**src/rtl/dram_pkg.sv**
```systemverilog
// Shared types for the DRAM request unit: controller command encodings,
// controller state, request-FSM state codes and the default address window.
package dram_pkg;

  typedef enum logic [2:0] {
    RD_NONE = 3'd0,
    RD_LB   = 3'd1,
    RD_LBU  = 3'd2,
    RD_LH   = 3'd3,
    RD_LHU  = 3'd4,
    RD_LW   = 3'd5,
    RD_LD   = 3'd6,
    RD_LWU  = 3'd7
  } rd_ctrl_e;

  typedef enum logic [2:0] {
    WR_NONE = 3'd0,
    WR_SB   = 3'd1,
    WR_SH   = 3'd2,
    WR_SW   = 3'd3,
    WR_SD   = 3'd4
  } wr_ctrl_e;

  typedef enum logic [1:0] {
    DS_IDLE  = 2'd0,
    DS_READ  = 2'd1,
    DS_WRITE = 2'd2
  } dram_state_e;

  typedef logic [2:0] req_state_t;

  localparam req_state_t ST_IDLE      = 3'd0;
  localparam req_state_t ST_ISSUE     = 3'd1;
  localparam req_state_t ST_WAIT      = 3'd2;
  localparam req_state_t ST_RMW_ISSUE = 3'd3;
  localparam req_state_t ST_RMW_WAIT  = 3'd4;
  localparam req_state_t ST_RESP      = 3'd5;

  localparam logic [63:0] DRAM_BASE_DEFAULT = 64'h8000_0000;
  localparam int          TIMEOUT_DEFAULT   = 64;

  // Natural alignment: halfword to 2, word to 4, doubleword to 8 bytes.
  function automatic logic misaligned(input logic [2:0] rd, input logic [2:0] wr,
                                      input logic [2:0] a);
    logic bad;
    bad = 1'b0;
    if (rd == RD_LH || rd == RD_LHU || wr == WR_SH)                  bad = a[0];
    else if (rd == RD_LW || rd == RD_LWU || wr == WR_SW)             bad = |a[1:0];
    else if (rd == RD_LD || wr == WR_SD)                             bad = |a;
    return bad;
  endfunction

endpackage

```
**src/rtl/dram_req_unit_if.sv**
```systemverilog
// Pipeline-facing request/response bundle of the DRAM request unit.
// master = pipeline MEM stage, slave = dram_req_unit.
interface dram_req_if;
  logic        req_valid;
  logic        req_ready;
  logic [2:0]  req_rd_ctrl;
  logic [2:0]  req_wr_ctrl;
  logic [63:0] req_addr;
  logic [63:0] req_wdata;
  logic        resp_valid;
  logic [63:0] resp_rdata;
  logic        resp_err;
  logic        busy;

  modport master (
    output req_valid, req_rd_ctrl, req_wr_ctrl, req_addr, req_wdata,
    input  req_ready, resp_valid, resp_rdata, resp_err, busy
  );

  modport slave (
    input  req_valid, req_rd_ctrl, req_wr_ctrl, req_addr, req_wdata,
    output req_ready, resp_valid, resp_rdata, resp_err, busy
  );
endinterface

```
**src/rtl/dram_req_unit_load_ext.sv**
```systemverilog
// Load-data extender: selects the byte/half/word/double from the controller
// read data and sign- or zero-extends it to 64 bits.
module mem_load_ext
  import dram_pkg::*;
(
  input  logic [2:0]  i_rd_ctrl,
  input  logic        i_lane,
  input  logic [63:0] i_dout,
  output logic [63:0] o_rdata
);

  logic [7:0] w_byte;

  // NOTE: every output of a combinational block gets a default first, so no path can infer a latch.
  always_comb begin
    o_rdata = '0;
    w_byte  = i_lane ? i_dout[15:8] : i_dout[7:0];
    case (i_rd_ctrl)
      RD_LB:   o_rdata = {{56{w_byte[7]}}, w_byte};
      RD_LBU:  o_rdata = {56'h0, w_byte};
      RD_LH:   o_rdata = {{48{i_dout[15]}}, i_dout[15:0]};
      RD_LHU:  o_rdata = {48'h0, i_dout[15:0]};
      RD_LW:   o_rdata = {{32{i_dout[31]}}, i_dout[31:0]};
      RD_LWU:  o_rdata = {32'h0, i_dout[31:0]};
      RD_LD:   o_rdata = i_dout;
      default: o_rdata = '0;
    endcase
  end

endmodule

```
**src/rtl/dram_req_unit.sv**
```systemverilog
// MEM-stage front end for the 16-bit DRAM controller: checks, issues and
// completes one load/store at a time. DRAM_BYTE_RMW_EN makes SB a read-modify-write.
module dram_req_unit
  import dram_pkg::*;
#(
  parameter logic [63:0] DRAM_BASE      = DRAM_BASE_DEFAULT,
  parameter int          TIMEOUT_CYCLES = TIMEOUT_DEFAULT
) (
  input  logic        clk,
  input  logic        rst_n,
  dram_req_if.slave   req_if,
  output logic [2:0]  dm_rd_ctrl,
  output logic [2:0]  dm_wr_ctrl,
  output logic [63:0] dm_addr,
  output logic [63:0] dm_din,
  input  logic [63:0] dm_dout,
  input  logic [1:0]  dram_state
);

  localparam int CNT_W = $clog2(TIMEOUT_CYCLES + 1);

  req_state_t       r_state;
  logic [2:0]       r_rd;
  logic [2:0]       r_wr;
  logic [63:0]      r_addr;
  logic [63:0]      r_wdata;
  logic             r_err;
  logic [63:0]      r_load;
  logic [CNT_W-1:0] r_cnt;

  logic        w_accept;
  logic        w_req_err;
  logic        w_dram_idle;
  logic        w_timeout;
  logic        w_is_sb;
  logic        w_rmw;
  logic        w_active;
  logic [15:0] w_merged;
  logic [63:0] w_ext;

  assign w_accept    = (r_state == ST_IDLE) && req_if.req_valid &&
                       ((req_if.req_rd_ctrl != RD_NONE) || (req_if.req_wr_ctrl != WR_NONE));
  assign w_req_err   = ((req_if.req_rd_ctrl != RD_NONE) && (req_if.req_wr_ctrl != WR_NONE)) ||
                       (req_if.req_wr_ctrl > WR_SD) ||
                       (req_if.req_addr < DRAM_BASE) ||
                       misaligned(req_if.req_rd_ctrl, req_if.req_wr_ctrl, req_if.req_addr[2:0]);
  assign w_dram_idle = (dram_state == DS_IDLE);
  assign w_timeout   = (r_cnt == CNT_W'(TIMEOUT_CYCLES - 1));
  assign w_is_sb     = (r_wr == WR_SB);
`ifdef DRAM_BYTE_RMW_EN
  assign w_rmw       = w_is_sb;
`else
  assign w_rmw       = 1'b0;
`endif
  assign w_active    = (r_state == ST_ISSUE) || (r_state == ST_WAIT) ||
                       (r_state == ST_RMW_ISSUE) || (r_state == ST_RMW_WAIT);
  // The store byte replaces lane addr[0] of the halfword read back in WAIT.
  assign w_merged    = r_addr[0] ? {r_wdata[7:0], r_load[7:0]} : {r_load[15:8], r_wdata[7:0]};

  mem_load_ext u_load_ext (
    .i_rd_ctrl (r_rd),
    .i_lane    (r_addr[0]),
    .i_dout    (r_load),
    .o_rdata   (w_ext)
  );

  // NOTE: state registers use non-blocking assignments so every flop samples pre-edge values.
  always_ff @(posedge clk or negedge rst_n) begin
    if (!rst_n) begin
      r_state <= ST_IDLE;
      r_rd    <= '0;
      r_wr    <= '0;
      r_addr  <= '0;
      r_wdata <= '0;
      r_err   <= 1'b0;
      r_load  <= '0;
      r_cnt   <= '0;
    end else begin
      case (r_state)
        ST_IDLE: begin
          if (w_accept) begin
            r_rd    <= req_if.req_rd_ctrl;
            r_wr    <= req_if.req_wr_ctrl;
            r_addr  <= req_if.req_addr;
            r_wdata <= req_if.req_wdata;
            r_err   <= w_req_err;
            r_state <= w_req_err ? ST_RESP : ST_ISSUE;
          end
        end
        ST_ISSUE: begin
          if (w_dram_idle) begin
            r_cnt   <= '0;
            r_state <= ST_WAIT;
          end
        end
        ST_WAIT: begin
          if (w_dram_idle) begin
            r_load  <= dm_dout;
            r_state <= w_rmw ? ST_RMW_ISSUE : ST_RESP;
          end else if (w_timeout) begin
            r_err   <= 1'b1;
            r_state <= ST_RESP;
          end else begin
            r_cnt <= r_cnt + CNT_W'(1);
          end
        end
        ST_RMW_ISSUE: begin
          if (w_dram_idle) begin
            r_cnt   <= '0;
            r_state <= ST_RMW_WAIT;
          end
        end
        ST_RMW_WAIT: begin
          if (w_dram_idle) begin
            r_state <= ST_RESP;
          end else if (w_timeout) begin
            r_err   <= 1'b1;
            r_state <= ST_RESP;
          end else begin
            r_cnt <= r_cnt + CNT_W'(1);
          end
        end
        ST_RESP: r_state <= ST_IDLE;
        default: r_state <= ST_IDLE;
      endcase
    end
  end

  // The command is a single-cycle strobe, held off while the controller is busy.
  always_comb begin
    dm_rd_ctrl = RD_NONE;
    dm_wr_ctrl = WR_NONE;
    if (w_dram_idle && (r_state == ST_ISSUE)) begin
      if (w_rmw)                 dm_rd_ctrl = RD_LHU;
      else if (r_rd == RD_LWU)   dm_rd_ctrl = RD_LW;
      else if (r_rd != RD_NONE)  dm_rd_ctrl = r_rd;
      else                       dm_wr_ctrl = r_wr;
    end else if (w_dram_idle && (r_state == ST_RMW_ISSUE)) begin
      dm_wr_ctrl = WR_SH;
    end
  end

  always_comb begin
    dm_addr = '0;
    dm_din  = '0;
    if (w_active) begin
      dm_addr = w_rmw ? {r_addr[63:1], 1'b0} : r_addr;
      if (w_rmw)                dm_din = {48'h0, w_merged};
      else if (w_is_sb)         dm_din = {48'h0, r_wdata[7:0], r_wdata[7:0]};
      else if (r_wr != WR_NONE) dm_din = r_wdata;
    end
  end

  assign req_if.req_ready  = (r_state == ST_IDLE);
  assign req_if.busy       = (r_state != ST_IDLE);
  assign req_if.resp_valid = (r_state == ST_RESP);
  assign req_if.resp_err   = (r_state == ST_RESP) && r_err;
  assign req_if.resp_rdata = ((r_state == ST_RESP) && !r_err && (r_rd != RD_NONE)) ? w_ext : '0;

endmodule

```
**src/flat_wrapper.sv**
```systemverilog
// flat-port wrapper written by rule: the top's interface ports become plain ports
module dram_req_unit_flat import dram_pkg::*;
#(
  parameter logic [63:0] DRAM_BASE      = DRAM_BASE_DEFAULT,
  parameter int          TIMEOUT_CYCLES = TIMEOUT_DEFAULT
)
  (clk, rst_n, dm_rd_ctrl, dm_wr_ctrl, dm_addr, dm_din, dm_dout, dram_state, req_if_req_valid, req_if_req_rd_ctrl, req_if_req_wr_ctrl, req_if_req_addr, req_if_req_wdata, req_if_req_ready, req_if_resp_valid, req_if_resp_rdata, req_if_resp_err, req_if_busy);
  dram_req_if req_if_i ();
  input  logic clk;
  input  logic rst_n;
  output logic [2:0] dm_rd_ctrl;
  output logic [2:0] dm_wr_ctrl;
  output logic [63:0] dm_addr;
  output logic [63:0] dm_din;
  input  logic [63:0] dm_dout;
  input  logic [1:0] dram_state;
  input wire logic [$bits(req_if_i.req_valid)-1:0] req_if_req_valid;
  input wire logic [$bits(req_if_i.req_rd_ctrl)-1:0] req_if_req_rd_ctrl;
  input wire logic [$bits(req_if_i.req_wr_ctrl)-1:0] req_if_req_wr_ctrl;
  input wire logic [$bits(req_if_i.req_addr)-1:0] req_if_req_addr;
  input wire logic [$bits(req_if_i.req_wdata)-1:0] req_if_req_wdata;
  output wire logic [$bits(req_if_i.req_ready)-1:0] req_if_req_ready;
  output wire logic [$bits(req_if_i.resp_valid)-1:0] req_if_resp_valid;
  output wire logic [$bits(req_if_i.resp_rdata)-1:0] req_if_resp_rdata;
  output wire logic [$bits(req_if_i.resp_err)-1:0] req_if_resp_err;
  output wire logic [$bits(req_if_i.busy)-1:0] req_if_busy;
  assign req_if_i.req_valid = req_if_req_valid;
  assign req_if_i.req_rd_ctrl = req_if_req_rd_ctrl;
  assign req_if_i.req_wr_ctrl = req_if_req_wr_ctrl;
  assign req_if_i.req_addr = req_if_req_addr;
  assign req_if_i.req_wdata = req_if_req_wdata;
  assign req_if_req_ready = req_if_i.req_ready;
  assign req_if_resp_valid = req_if_i.resp_valid;
  assign req_if_resp_rdata = req_if_i.resp_rdata;
  assign req_if_resp_err = req_if_i.resp_err;
  assign req_if_busy = req_if_i.busy;
  dram_req_unit #(.DRAM_BASE(DRAM_BASE), .TIMEOUT_CYCLES(TIMEOUT_CYCLES)) u_core (.clk(clk), .rst_n(rst_n), .req_if(req_if_i), .dm_rd_ctrl(dm_rd_ctrl), .dm_wr_ctrl(dm_wr_ctrl), .dm_addr(dm_addr), .dm_din(dm_din), .dm_dout(dm_dout), .dram_state(dram_state));
endmodule
```
**config.mk**
```make
export PLATFORM = sky130hd
export DESIGN_NAME = dram_req_unit_flat
export DESIGN_NICKNAME = d
export VERILOG_FILES = /design/src/rtl/dram_pkg.sv /design/src/rtl/dram_req_unit_if.sv /design/src/rtl/dram_req_unit_load_ext.sv /design/src/rtl/dram_req_unit.sv /design/src/flat_wrapper.sv
export SDC_FILE = /design/constraint.sdc
export NUM_CORES = 1
export LEC_CHECK = 0
export BUFFER_PORTS_ARGS = -buffer_cell sky130_fd_sc_hd__buf_2
export CAP_MARGIN = 20
export CORE_UTILIZATION = 38
export CTS_BUF_LIST = sky130_fd_sc_hd__clkbuf_4 sky130_fd_sc_hd__clkbuf_8
export CTS_CLUSTER_DIAMETER = 50
export DETAILED_ROUTE_END_ITERATION = 7
export MAX_ROUTING_LAYER = met4
export PLACE_DENSITY = 0.65
export SYNTH_ARGS = -nofsm -noshare
export SYNTH_HDL_FRONTEND = slang
export SYNTH_SLANG_ARGS = --single-unit
```
**constraint.sdc**
```tcl
create_clock -name clk -period 5.36 [get_ports clk]
set_input_delay 0.268 -clock clk [delete_from_list [all_inputs] [get_ports clk]]
set_output_delay 0.268 -clock clk [all_outputs]
set_load 0.005 [all_outputs]
```
* Word level (Yosys, flattened, before mapping)
Index checks and enable logic that the tools add are counted.
** Storage, ports and cells
- Flip-flop bits (word level) :: 209
- Input bits :: 203
- Output and inout bits :: 202
** Cells by class
- $add $sub $neg :: 1
- Magnitude comparators :: 2
- Equality and inequality tests :: 30
- Muxes and demuxes :: 32
- Reduce and logical (&&, ||, !) cells :: 39
** Operators with widths (count)
- one-hot mux 64 bit (7 select lines) :: 1
- 2-to-1 mux 64 bit :: 5
- < comparator 64 x 32 -> 1 bit, second input constant :: 1
- 2-to-1 mux 3 bit :: 12
- == test 3 bit, second input constant :: 11
- == test 3 x 2 -> 1 bit, second input constant :: 7
- 2-to-1 mux 7 bit :: 3
- nonzero test 3 bit :: 5
- one-hot mux 7 bit (2 select lines) :: 1
- logical OR 1 bit :: 12
- one-hot mux 3 bit (4 select lines) :: 1
- AND reduction 4 bit :: 3
- inequality test 2 x 1 -> 1 bit, second input constant :: 5
- == test 3 x 1 -> 1 bit, second input constant :: 3
- logical AND 1 bit :: 8
- 2-to-1 mux 8 bit :: 1
- adder 7 x 1 -> 7 bit, second input constant :: 1
- == test 7 x 6 -> 1 bit, second input constant :: 1
- 2-to-1 mux 1 bit :: 6
- OR reduction 2 bit :: 3
- inequality test 2 bit, second input constant :: 2
- AND reduction 2 bit :: 2
- nonzero test 2 bit :: 2
- > comparator 3 bit, second input constant :: 1
- 7 further kinds :: 7

* Depth between registers and ports, before layout
Gate-level depths: netlist (run 1).
- Depth after elaboration :: 9
- Mapped depth :: 9
- Gate-level depth less buffers :: 5

* Cells and area by module
A second synthesis (run 1) with hierarchy kept.
** Unflattened totals
- Cells, all modules :: 922
- Area total of the unflattened synthesis :: 10427.5 µm²
** By module, submodules not included
- dram_req_unit :: times used 1, cells each 753, area an instance 9576.7 µm², seq. area each 5230.0 µm²
- mem_load_ext :: times used 1, cells each 169, area an instance 850.8 µm², seq. area each 0.0 µm²

* Worst setup path after synthesis (run 1)
Ideal clock, no wire load.
- Kind :: flip-flop to output port
- Start :: register u_core.r_rd[2]
- End :: output port req_if_resp_rdata[33]
- Data arrival time :: 1.702 ns
- Setup slack :: 3.390 ns
- Stages on the path, launching flop included :: 10
- Path through :: dfrtp_1 -> buf_2 -> nand2b_1 -> or3_1 -> buf_6 -> o21a_1 -> buf_6 -> o31a_4 -> buf_6 -> a21oi_2
** Between the ends
- Word-level cells in the longest chain between the ends :: 3
** RTL lines
- start: declaration :: RTL line dram_req_unit.sv:23 : logic [2:0] r_rd;
- start signal: assignment :: RTL line dram_req_unit.sv:82 : r_rd <= req_if.req_rd_ctrl;
- == test 3 bit, or another cell as far along :: RTL line dram_req_unit_load_ext.sv:18 : case (i_rd_ctrl)
- one-hot mux 64 bit (7 select lines) / logical AND 1 bit (equally long branches) :: RTL line dram_req_unit_load_ext.sv:18, dram_req_unit.sv:158
- 2-to-1 mux 64 bit * :: RTL line dram_req_unit.sv:158 : assign req_if.resp_rdata = ((r_state == ST_RESP) && !r_err && (r_rd != RD_NONE)) ? w_ext : '0;
- end: declaration :: RTL line flat_wrapper.sv:24 : output wire logic [$bits(req_if_i.resp_rdata)-1:0] req_if_resp_rdata;
Mark *: on every way between the ends. The rest lies on a longest branch, timed or not.

* Worst setup path in the final report (run 1)
- Start :: register u_core.r_state[0]
- End :: output port dm_din[41]
** Between the ends
- Word-level cells in the longest chain between the ends :: 5
** RTL lines
- start: declaration :: RTL line dram_req_unit.sv:22 : req_state_t r_state;
- start signal: assignment :: RTL line dram_req_unit.sv:87 : r_state <= w_req_err ? ST_RESP : ST_ISSUE;
- start signal: assignment :: RTL line dram_req_unit.sv:99 : r_state <= w_rmw ? ST_RMW_ISSUE : ST_RESP;
- == test 3 x 1 -> 1 bit / == test 3 x 2 -> 1 bit (equally long branches) :: RTL line dram_req_unit.sv:55 : assign w_active = (r_state == ST_ISSUE) || (r_state == ST_WAIT) ||
- logical OR 1 bit (2 in a row) :: RTL line dram_req_unit.sv:55
- logical OR 1 bit * :: RTL line dram_req_unit.sv:56 : (r_state == ST_RMW_ISSUE) || (r_state == ST_RMW_WAIT);
- 2-to-1 mux 64 bit * :: RTL line dram_req_unit.sv:146 : if (w_active) begin
- end: declaration :: RTL line flat_wrapper.sv:14 : output logic [63:0] dm_din;
Marks and branches as above.

==> reports/results.md, run 1 <==
• 0 — final hold violation count
• 4 — count of cells along the worst register-to-register path
• 8,876 — number of global-route vias before repair
• 4 — drt first pass iters
• 0 — count of endpoints failing setup in the final report
• in -> reg — Worst Hold Class
• u_core.r_state[2] — Worst R2R Start
• 4.87 — via-per-instance ratio
• 0 — Yosys warnings
• 2 — CTS H-Tree Depth
• 0.342 mV — maximum vdd ir drop
• 65.0% — final critical-path share of the clock period
• built — CTS tree
• 11.8 µm² — average cell area after synthesis
• 2950 ps — setup slack of the most critical reg-to-reg path
• reg -> out — critical path type
• 20.3 ps — final setup skew
• 22.1% — gr usage total
• 52.1% — sequential share of the synthesized area
• 164 µm — die height
• 1,635 — fin nets
• 34.9% — proportion of total power due to net switching
• 3480 ps — shortest clock period the worst path allows after layout
• 40 — number of clock buffers inserted by TritonCTS
• 0.00807 W — Total Power Consumption
• 287 MHz — highest achievable clock rate
• 164 µm — width of the chip
• sky130_fd_sc_hd__clkbuf_8 — clock root cell
• 209 — TritonCTS sink count
• 0 — residual antenna-violating net count after detailed routing
• 45,500 µm — global-route wire length before repair
• sky130_fd_sc_hd__dfrtp_1 — most frequently used flop master after synthesis
• u_core.r_addr[12] — Worst R2R End
• completed — status
• 27,100 µm² — area of the die
• 0 — Max-cap violations
• 0 ps — summed negative setup slack over all endpoints
• 0.829 — weighted congestion at the end of routability-driven global placement
• 0 — Slew Limit Fails
• 43.9% — Comb pwr share
• 49.3% — share of final-layout standard cells stronger than drive strength 1
• 8,748 — via count
• 2 — initial antenna violation count
• 1,051 — number of nets in the synthesized netlist
• register — Setup crit start kind
• 67 — peak fanout along the critical path
• met2 — most congested layer reported by global routing
• 847 — synthesized instance count
• 59 — number of core rows
• 0 — number of enable-type register cells in the synthesized netlist
• 0 — DRC
• 209 — flop and latch count out of synthesis
• 0 — # Post-CTS Setup Buffers
• 10,000 µm² — synthesized cell area
• 25.0% — met1 layer usage reported by global route
• u_core.r_wr[0] — endpoint with the worst hold slack
• primary output — Critical Path End Type
• 0 — total of cells resized after clock tree synthesis
• 1,796 — post-route non-filler standard cell count
• 405 — count of boundary I/O pins
• 35.1% — sequential fraction of design power
• 50.3% — layout-stage area growth over the synthesis result
• 2 — number of cells on the worst hold path
• 1,532 — number of placed instances, taps included
• req_if_req_wr_ctrl[0] — HP Start
• 37.8% — met2 track demand over resource in global routing
• 5.90% — GR Util met3
• 50 ps — Clock Pin Slew Worst Setup and Hold Paths
• 421 — violation count after the first detailed-route iteration
• 38.6% — Initial Utilization
• 49 — distinct cell type count after synthesis
• 535 nW/µm² — power density relative to cell area
• 19,400 µm — HPWL after detailed placement
• 5090 ps — WP data required
• 3 — Max clock buf depth
• 137 — largest net degree at the start of global routing
• 16.9 µm — average wire per standard cell
• 1130 ps — transition at the pin with the smallest max-transition slack
• 0.00526 W — internal power
• 0 — GRT Residual Overflow
• 3220 ps — arrival time reported for the critical path endpoint
• 100% — fraction of registers with async set or reset after synthesis
• 24.3% — Max transition margin
• 26,000 µm² — area of the placeable core
• 30,400 µm — wire length after detailed routing
• 7.39 nW — leakage component of the power
• 21.0% — clock network fraction of total power
• false — unrepaired setup endpoints after global routing
• 191 — hold buffers post-CTS
• 44.4 ps — minimum hold slack
• 404 — Port Buf Inserts
• 520 ps — latest clock arrival within the worst-skew pair
• 0.00281 W — net load switching power
[critical path: stages (launching register included)]
cell	delay (ps)
sky130_fd_sc_hd__dfrtp_1	480
sky130_fd_sc_hd__nor2_1	290
sky130_fd_sc_hd__xnor2_2	140
sky130_fd_sc_hd__buf_4	480
sky130_fd_sc_hd__nor2b_4	580
sky130_fd_sc_hd__buf_4	390
sky130_fd_sc_hd__and2_1	190
sky130_fd_sc_hd__buf_2	120
[cell usage in the layout, fill, tap and decap left out, types with 9 or more instances in the layout]
cell / synthesis / layout
sky130_fd_sc_hd__buf_2: 23 / 403
sky130_fd_sc_hd__dfrtp_1: 209 / 209
sky130_fd_sc_hd__mux2_2: 198 / 198
sky130_fd_sc_hd__dlygate4sd3_1: 0 / 191
sky130_fd_sc_hd__and2_1: 124 / 124
sky130_fd_sc_hd__nand2_1: 70 / 68
sky130_fd_sc_hd__clkbuf_8: 0 / 56
sky130_fd_sc_hd__a21oi_1: 31 / 31
sky130_fd_sc_hd__a21oi_2: 30 / 30
sky130_fd_sc_hd__nor2_1: 22 / 22
sky130_fd_sc_hd__clkbuf_4: 0 / 9
[metal layers]
| metal | vias to the layer above | routed length [µm] |
|---|---|---|
| li1 | 4091 | - |
| met1 | 4272 | 12200 |
| met2 | 322 | 15300 |
| met3 | 63 | 2120 |
| met4 | 0 | 795 |
| met5 | - | 0 |
[cell usage after synthesis, types with 2 or more instances]
cell type	instances	area (µm²)
sky130_fd_sc_hd__xnor2_1	5	43.8
sky130_fd_sc_hd__a22oi_1	8	60.1
sky130_fd_sc_hd__a31oi_1	2	12.5
sky130_fd_sc_hd__nand3b_1	2	15.0
sky130_fd_sc_hd__or2_2	3	18.8
sky130_fd_sc_hd__a21oi_1	31	155
sky130_fd_sc_hd__mux2i_1	2	20.0
sky130_fd_sc_hd__clkbuf_1	23	86.3
sky130_fd_sc_hd__nor4_1	7	43.8
sky130_fd_sc_hd__or3_1	4	25.0
sky130_fd_sc_hd__and3_1	6	37.5
sky130_fd_sc_hd__a22o_1	8	70.1
sky130_fd_sc_hd__nand3_1	7	35.0
sky130_fd_sc_hd__o21ai_0	6	30.0
sky130_fd_sc_hd__nor2_1	22	82.6
sky130_fd_sc_hd__a21oi_2	30	263
sky130_fd_sc_hd__nand4_1	2	12.5
sky130_fd_sc_hd__buf_2	23	115
sky130_fd_sc_hd__dfrtp_1	209	5230
sky130_fd_sc_hd__o211a_1	2	20.0
sky130_fd_sc_hd__buf_6	9	101
sky130_fd_sc_hd__nor2b_1	4	25.0
sky130_fd_sc_hd__nor3_1	6	30.0
sky130_fd_sc_hd__inv_1	6	22.5
sky130_fd_sc_hd__nand2_1	70	263
sky130_fd_sc_hd__and2_1	124	776
sky130_fd_sc_hd__o21a_1	2	15.0
sky130_fd_sc_hd__nand2b_1	3	18.8
sky130_fd_sc_hd__mux2_2	198	2230
sky130_fd_sc_hd__buf_1	4	15.0
[area by class of cell]
class / instances / area [µm²]
fillers: 2132 / 10900
flip-flops and latches: 209 / 5230
multi-input cells: 571 / 4490
repair buffers: 602 / 4030
clock buffers: 63 / 817
well taps: 335 / 419
clock inverters: 7 / 66.3
inverters: 7 / 26.3
diodes: 2 / 5.00
[how the worst max path moves through the flow]
stage                             to  slack, ps         startpoint  cells after the start
3_5_place_dp              dm_din[59]       2390  u_core.r_state[0]                      7
4_1_cts                   dm_din[61]       1820  u_core.r_state[0]                      7
2_1_floorplan  req_if_resp_rdata[33]       3390     u_core.r_rd[2]                      9
3_3_place_gp              dm_din[59]       2440  u_core.r_state[0]                      7
6_report                  dm_din[41]       1880  u_core.r_state[0]                      7
5_1_grt                   dm_din[59]       1640  u_core.r_state[0]                      7
[state kept, by name, indices dropped and copies added, names as in the netlist]
name	flops
u_core.r_addr	64
u_core.r_load	64
u_core.r_wdata	64
u_core.r_cnt	7
u_core.r_rd	3
u_core.r_state	3
u_core.r_wr	3
u_core.r_err	1
[logic make-up after synthesis]
kind of cell | after synthesis | synth area share [%]
xor gates and xnor gates | 6 | 0.524
buffers and inverters | 67 | 3.50
adders and majority gates | 1 | 0.125
DFF | 209 | 52.1
and+or+nand+nor | 263 | 14.0
AOI/OAI and AO/OA | 101 | 7.30
muxes | 200 | 22.4
[power by group through the flow]
stage	Clock, W	Combinational [W]	Sequential (W)
detailed placement	0	0.00339	0.00283
CTS	0.00176	0.00352	0.00281
global route	0.00183	0.00387	0.00293
finish	0.00169	0.00355	0.00283
floorplan	0	0.00226	0.00261
global placement	0	0.00333	0.00280
[through the flow]
| stage | cell area, µm² | utilization (%) | setup slack (ps) |
|---|---|---|---|
| after floorplan | 10000 | - | 3390 |
| after global placement | 12200 | 47.1 | 2440 |
| after detailed placement | 12300 | 47.2 | 2390 |
| after CTS | 15100 | 58.0 | 1820 |
| after global routing | 15100 | 58.0 | 1640 |
| final | 15100 | 58.0 | 1880 |
No activity file was read; power rests on OpenSTA's default activity.
==> run 2, diff against run 1 <==
==> constraint.sdc (replaced) <==
create_clock -name clk -period 3.5 [get_ports clk]
set_input_delay 0.175 -clock clk [delete_from_list [all_inputs] [get_ports clk]]
set_output_delay 0.175 -clock clk [all_outputs]
set_load 0.005 [all_outputs]
==> run 2 against run 1 <==
Critical path depth decreased by 1; clock skew is 1.5 ps lower; combinational power is 53% higher; cell count increased by 0.72%; sequential cell count stayed put; total power is 52% higher; sequential share of layout area decreased by 0.21 points; wire length increased by 0.89%; non-clock buffer count rose by 13; via count decreased by 0.32%; clock power is 48% higher; worst hold slack better by 60 ps.
==> reports/results.md, run 2 (synthesis gave the netlist of run 1 again) <==
• 3080 ps — shortest clock period the worst path allows after layout
• 44.3% — Comb pwr share
• 87.9% — final critical-path share of the clock period
• built — CTS tree
• 30.1% — Max transition margin
• 325 MHz — highest achievable clock rate
• 8,720 — via count
• u_core.r_addr: 64 flops, u_core.r_load: 64 flops, u_core.r_wdata: 64 flops — biggest regs
• 0.859 — weighted congestion at the end of routability-driven global placement
• primary output — Critical Path End Type
• 2900 ps — arrival time reported for the critical path endpoint
• 0 — final hold violation count
• 3320 ps — WP data required
• 35.3% — sequential fraction of design power
• 35.2% — proportion of total power due to net switching
• 530 ps — latest clock arrival within the worst-skew pair
• completed — status
• 26,000 µm² — area of the placeable core
• 4 — drt first pass iters
• 16.9 µm — average wire per standard cell
• 164 µm — width of the chip
• 1 — buffers plus inverters on the worst setup path
• 0.645 mV — maximum vdd ir drop
• 0 — Slew Limit Fails
• 93 — largest net degree at the start of global routing
• 1050 ps — transition at the pin with the smallest max-transition slack
• 0.0123 W — Total Power Consumption
• 0 ps — summed negative setup slack over all endpoints
• 199 — hold buffers post-CTS
• sky130_fd_sc_hd__clkbuf_8 — clock root cell
• reg -> out — critical path type
• 39 — number of clock buffers inserted by TritonCTS
• 4.82 — via-per-instance ratio
• compound AO/OA/AOI/OAI gates — kind of cell with the highest combined delay on the critical path
• 59 — number of core rows
• 9,083 — number of global-route vias before repair
• 15,200 µm² — post-layout instance area
• 22.5% — gr usage total
• 809 nW/µm² — power density relative to cell area
• 0.00431 W — net load switching power
• 12,200 µm — Metal-1 WL
• 1,538 — number of placed instances, taps included
• met4 — top metal layer carrying routed signals
• 0 — count of endpoints failing setup in the final report
• 32 — peak fanout along the critical path
• 49.2% — share of final-layout standard cells stronger than drive strength 1
• 12,300 µm² — post-placement cell area
• 3 — Max clock buf depth
• 15,400 µm — met2 wire length
• 0 — initial antenna violation count
• sky130_fd_sc_hd__buf_2 — commonest non-fill, non-tap cell in the layout
• 50 ps — Clock Pin Slew Worst Setup and Hold Paths
• 20,100 µm — HPWL after detailed placement
• 209 — TritonCTS sink count
• 2 — CTS H-Tree Depth
• 1,809 — post-route non-filler standard cell count
• in -> reg — Worst Hold Class
• mux2i_1, or3_1, o21a_1, o31a_4, a21oi_2, buf_2 — critical path, cell by cell
• 0 — total of cells resized after clock tree synthesis
• 46,400 µm — global-route wire length before repair
• 51.2% — layout-stage area growth over the synthesis result
• 0 — residual antenna-violating net count after detailed routing
• 38.6% — Initial Utilization
• false — unrepaired setup endpoints after global routing
• 27,100 µm² — area of the die
• 0 — # Post-CTS Setup Buffers
• 2170 µm — Detail Route met3 WL
• 58.4% — Core Util, Final
• 1,647 — fin nets
• 0 — DRC
• 0 — Max-cap violations
• 20.4% — clock network fraction of total power
• 0 — GRT Residual Overflow
• 0.00795 W — internal power
• 600 ps — CP peak stage delay
• 18.7 ps — final setup skew
• register — Setup crit start kind
• 30,600 µm — wire length after detailed routing
• 404 — Port Buf Inserts
• 405 — count of boundary I/O pins
• sky130_fd_sc_hd__o31a_4 — slowest cell on the critical path
• 2,084 — number of filler instances in the final layout
• 164 µm — die height
• 375 — violation count after the first detailed-route iteration
• sky130_fd_sc_hd__buf_2 (403), sky130_fd_sc_hd__dfrtp_1 (209), sky130_fd_sc_hd__dlygate4sd3_1 (199) — leading cell types in the layout, fill and taps excluded
• 7.44 nW — leakage component of the power
-- run 2: cell count changes in the layout (fill, tap and decap cells not counted), moves of 2 or more --
cell,change
sky130_fd_sc_hd__buf_12,+2
sky130_fd_sc_hd__buf_4,+5
sky130_fd_sc_hd__clkbuf_8,-2
sky130_fd_sc_hd__dlygate4sd3_1,+8
-- run 2: power by group through the flow --
stage               Clock (W)  Combinational [W]  Sequential [W]
finish                0.00250            0.00544         0.00433
global route          0.00267            0.00596         0.00446
CTS                   0.00258            0.00540         0.00430
detailed placement          0            0.00519         0.00433
global placement            0            0.00514         0.00428
floorplan                   0            0.00346         0.00400
-- run 2: worst paths after layout --
| path | slack [ps] | depth (start not counted) | to | from |
|---|---|---|---|---|
| setup / recovery | 420 | 6 | req_if_resp_rdata[38] | u_core.r_addr[0] |
| hold / removal | 100 | 5 | u_core.r_cnt[6] | dram_state[0] |
| setup reg to reg | 1190 | 5 | u_core.r_addr[22] | u_core.r_state[2] |
| hold reg to reg | 480 | 1 | u_core.r_cnt[5] | u_core.r_cnt[5] |
| max in group asynchronous | 2350 | 3 | u_core.r_addr[32] | rst_n |
| min in group asynchronous | 270 | 2 | u_core.r_load[26] | rst_n |
-- run 2: area by class of cell --
type                            instances  area [µm²]  area share (%)
Tap cell                              335         419            2.76
Sequential cell                       209        5230            34.5
Antenna cell                            1        2.50          0.0165
Clock buffer                           63         805            5.30
Clock inverter                          8        48.8           0.322
Multi-Input combinational cell        571        4490            29.6
Inverter                                7        26.3           0.173
Timing Repair Buffer                  615        4150            27.4
-- run 2: routing by layer --
layer	vias to the layer above	track usage, %
li1	4107	-
met1	4195	25.3
met2	346	38.8
met3	72	5.15
met4	0	8.63
met5	-	-
-- run 2: per-stage QoR --
stage	setup slack, ps	hold WS [ps]
after floorplan	1620	-121
after global placement	995	302
after detailed placement	978	307
after CTS	393	58.6
after global routing	227	90.9
final	423	104
-- run 2: worst min-delay path: stages --
cell and delay (ps):
sky130_fd_sc_hd__buf_2 90, sky130_fd_sc_hd__nor2_1 70, sky130_fd_sc_hd__nand2_1 70, sky130_fd_sc_hd__a21oi_1 70
sky130_fd_sc_hd__nor2_1 90
==> run 3, diff against run 2 <==
--- a/config.mk
+++ b/config.mk
@@ -12,7 +12,7 @@
 export CTS_CLUSTER_DIAMETER = 50
 export DETAILED_ROUTE_END_ITERATION = 7
 export MAX_ROUTING_LAYER = met4
-export PLACE_DENSITY = 0.65
 export SYNTH_ARGS = -nofsm -noshare
 export SYNTH_HDL_FRONTEND = slang
+export SYNTH_HIERARCHICAL = 1
 export SYNTH_SLANG_ARGS = --single-unit
==> run 3 against run 2 <==
Sequential cell count did not move; critical path depth unchanged; design area up 3.0%; fmax up 0.18%; cell count increased by 4.9%; sequential power shrank 2%; sequential share of layout area down 0.99 points; critical path type unchanged; critical endpoint is now dm_din[12].
==> reports/results.md, run 3 <==
• completed — status
• 580 ps — CP peak stage delay
• 28,100 µm² — area of the die
• u_core/r_addr: 64 flops, u_core/r_load: 64 flops, u_core/r_wdata: 64 flops — biggest regs
• 2 — CTS H-Tree Depth
• simple AND/OR/NAND/NOR gates — kind of cell with the highest combined delay on the critical path
• 922 — synthesized instance count
• 1,727 — fin nets
• 0 ps — summed negative setup slack over all endpoints
• 12,700 µm² — post-placement cell area
• primary output — Critical Path End Type
• 13.0 ps — final setup skew
• 530 ps — latest clock arrival within the worst-skew pair
• 0.829 — weighted congestion at the end of routability-driven global placement
• built — CTS tree
• 4840 µm² — Multi-input gate area
• 0.459 mV — maximum vdd ir drop
• 3320 ps — WP data required
• 87.8% — final critical-path share of the clock period
• 168 µm — width of the chip
• 404 — Port Buf Inserts
• 48 — distinct cell type count after synthesis
• 11.3 µm² — average cell area after synthesis
• 467 — violation count after the first detailed-route iteration
• 5230 µm² — FF/Latch Area
• sky130_fd_sc_hd__dfrtp_1 — most frequent cell after synthesis
• 0 — final hold violation count
• register — Setup crit start kind
• sky130_fd_sc_hd__clkbuf_8 — clock root cell
• 50.2% — sequential share of the synthesized area
• sky130_fd_sc_hd__dfrtp_1 (50%), sky130_fd_sc_hd__mux2_2 (17%), sky130_fd_sc_hd__and2_1 (11%) — Synth area leaders
• 60 — number of core rows
• false — unrepaired setup endpoints after global routing
• 49.7% — layout-stage area growth over the synthesis result
• sky130_fd_sc_hd__buf_2 (403), sky130_fd_sc_hd__dfrtp_1 (209), sky130_fd_sc_hd__dlygate4sd3_1 (201) — leading cell types in the layout, fill and taps excluded
• reg -> out — critical path type
• 0 — Max-cap violations
• 405 — count of boundary I/O pins
• 4.89 — via-per-instance ratio
• 2900 ps — arrival time reported for the critical path endpoint
• 127 ps — minimum hold slack
• 10,400 µm² — synthesized cell area
• 41 — number of clock buffers inserted by TritonCTS
• 209 — flop and latch count out of synthesis
• 0 — # Post-CTS Setup Buffers
• 42.8% — share of final-layout standard cells stronger than drive strength 1
• 15,600 µm² — post-layout instance area
• nor2_1, xnor2_2, buf_4, and3_1, a22o_1, buf_2 — critical path, cell by cell
• 50.2% — share of Yosys cell area claimed by the top area cell type
• 100% — fraction of registers with async set or reset after synthesis
• 0 — GRT Residual Overflow
• 4 — drt first pass iters
• 9,268 — via count
• 3 — Max clock buf depth
• 60 ps — Clock Pin Slew Worst Setup and Hold Paths
• 38.7% — Initial Utilization
• 22,300 µm — HPWL after detailed placement
• 9,992 — number of global-route vias before repair
• 0 — DRC
• 209 — TritonCTS sink count
• 3070 ps — shortest clock period the worst path allows after layout
• 326 MHz — highest achievable clock rate
• 8.00 nW — leakage component of the power
• 17.6 µm — average wire per standard cell
• sky130_fd_sc_hd__dfrtp_1 (209), sky130_fd_sc_hd__and2_1 (188), sky130_fd_sc_hd__mux2_2 (161), sky130_fd_sc_hd__nand2_1 (91), sky130_fd_sc_hd__a21oi_1 (44) — synth cell count leaders
• 168 µm — die height
• 41.1% — Max transition margin
• 798 nW/µm² — power density relative to cell area
• sky130_fd_sc_hd__dfrtp_1 — dominant cell type by area after synthesis
• 3 — initial antenna violation count
• sky130_fd_sc_hd__dfrtp_1 — most frequently used flop master after synthesis
• 883 ps — transition at the pin with the smallest max-transition slack
• 6 — Yosys warnings
• 89 — largest net degree at the start of global routing
• 0 — residual antenna-violating net count after detailed routing
• 24.3% — gr usage total
• sky130_fd_sc_hd__buf_2 — commonest non-fill, non-tap cell in the layout
• 0 — Slew Limit Fails
• 2,286 — number of filler instances in the final layout
• 0 — number of enable-type register cells in the synthesized netlist
• 0 — count of endpoints failing setup in the final report
• sky130_fd_sc_hd__and3_1 — slowest cell on the critical path
• 1,126 — number of nets in the synthesized netlist
• 2 — buffers plus inverters on the worst setup path
• 33,400 µm — wire length after detailed routing
• 52,600 µm — global-route wire length before repair
• 38 — peak fanout along the critical path
• 27,000 µm² — area of the placeable core
• in -> reg — Worst Hold Class
==> run 3: changes by cell type after synthesis, moves of 6 or more <==
cell / before / now
sky130_fd_sc_hd__o21ai_0: 6 / 13
sky130_fd_sc_hd__buf_4: 1 / 10
sky130_fd_sc_hd__and2_1: 124 / 188
sky130_fd_sc_hd__a211oi_1: 1 / 8
sky130_fd_sc_hd__a21oi_2: 30 / 1
sky130_fd_sc_hd__nand2_1: 70 / 91
sky130_fd_sc_hd__mux2_2: 198 / 161
sky130_fd_sc_hd__a21oi_1: 31 / 44
sky130_fd_sc_hd__a22oi_1: 8 / 0
sky130_fd_sc_hd__mux2_1: 0 / 38
sky130_fd_sc_hd__nor2_1: 22 / 14
sky130_fd_sc_hd__nor3_1: 6 / 12
==> run 3: report_power, final <==
group	total, W	internal [W]	switching [W]
Combinational	0.00557	0.00289	0.00268
Sequential	0.00423	0.00351	0.000713
Clock	0.00267	0.00160	0.00106
Total	0.0125	0.00801	0.00446
==> run 3: cells by family (layout without fill, tap and decap cells) <==
group	after synthesis	in the layout	synth area share, %
other	0	4	0
flip-flops	209	209	50.2
XOR/XNOR	1	1	0.0840
adder cells (fa/ha/maj)	1	1	0.120
AO/OA/AOI/OAI	97	97	5.81
AND/OR/NAND/NOR	347	347	18.4
buffers and inverters	67	697	3.80
multiplexers	200	200	21.6
==> run 3: worst register-to-register path, cell delays in order (launching register included) <==
cell	delay [ps]
sky130_fd_sc_hd__dfrtp_1	480
sky130_fd_sc_hd__nor2_1	310
sky130_fd_sc_hd__nand2_1	120
sky130_fd_sc_hd__inv_1	170
sky130_fd_sc_hd__nand2_8	350
sky130_fd_sc_hd__buf_4	390
sky130_fd_sc_hd__mux2_1	330
==> run 3: what timing repair did <==
action                    4_1_cts  5_1_grt
resized for setup               0        0
hold buffers                  201        0
hold endpoints to repair      283        0
==> run 3: worst paths after layout <==
path / endpoint / from / depth (start not counted) / slack [ps]
hold / removal: u_core/r_state[1] / dram_state[1] / 4 / 130
setup reg to reg: u_core/r_wdata[9] / u_core/r_state[0] / 6 / 1220
min in group asynchronous: u_core/r_load[16] / rst_n / 2 / 200
max in group asynchronous: u_core/r_addr[11] / rst_n / 3 / 2240
hold reg to reg: u_core/r_addr[51] / u_core/r_addr[51] / 1 / 480
setup / recovery: dm_din[12] / u_core/r_state[0] / 6 / 430
==> run 3: layout make-up <==
type | instances | area share (%)
diodes | 4 | 0.0641
flip-flops and latches | 209 | 33.5
well taps | 341 | 2.73
clock inverters | 8 | 0.657
inverters | 3 | 0.0721
multi-input cells | 646 | 31.0
clock buffers | 64 | 5.12
repair buffers | 622 | 26.9
==> run 3: metrics by stage <==
| step | setup WS [ps] | util [%] | total power, W | instances |
|---|---|---|---|---|
| floorplan | 1680 | - | 0.00737 | 922 |
| global placement | 950 | 47.0 | 0.00946 | 1619 |
| detailed placement | 973 | 47.0 | 0.00951 | 1619 |
| CTS | 362 | 57.8 | 0.0125 | 1892 |
| global route | 305 | 57.9 | 0.0133 | 1896 |
| finish | 429 | 57.9 | 0.0125 | 1897 |
==> run 3: metal layers <==
metal / global-route usage, % / wire length [µm] / share of wire [%]
met5: - / 0 / 0
met4: 8.70 / 926 / 2.8
met3: 5.86 / 2190 / 6.6
met2: 40.8 / 16400 / 49
met1: 28.4 / 13800 / 41
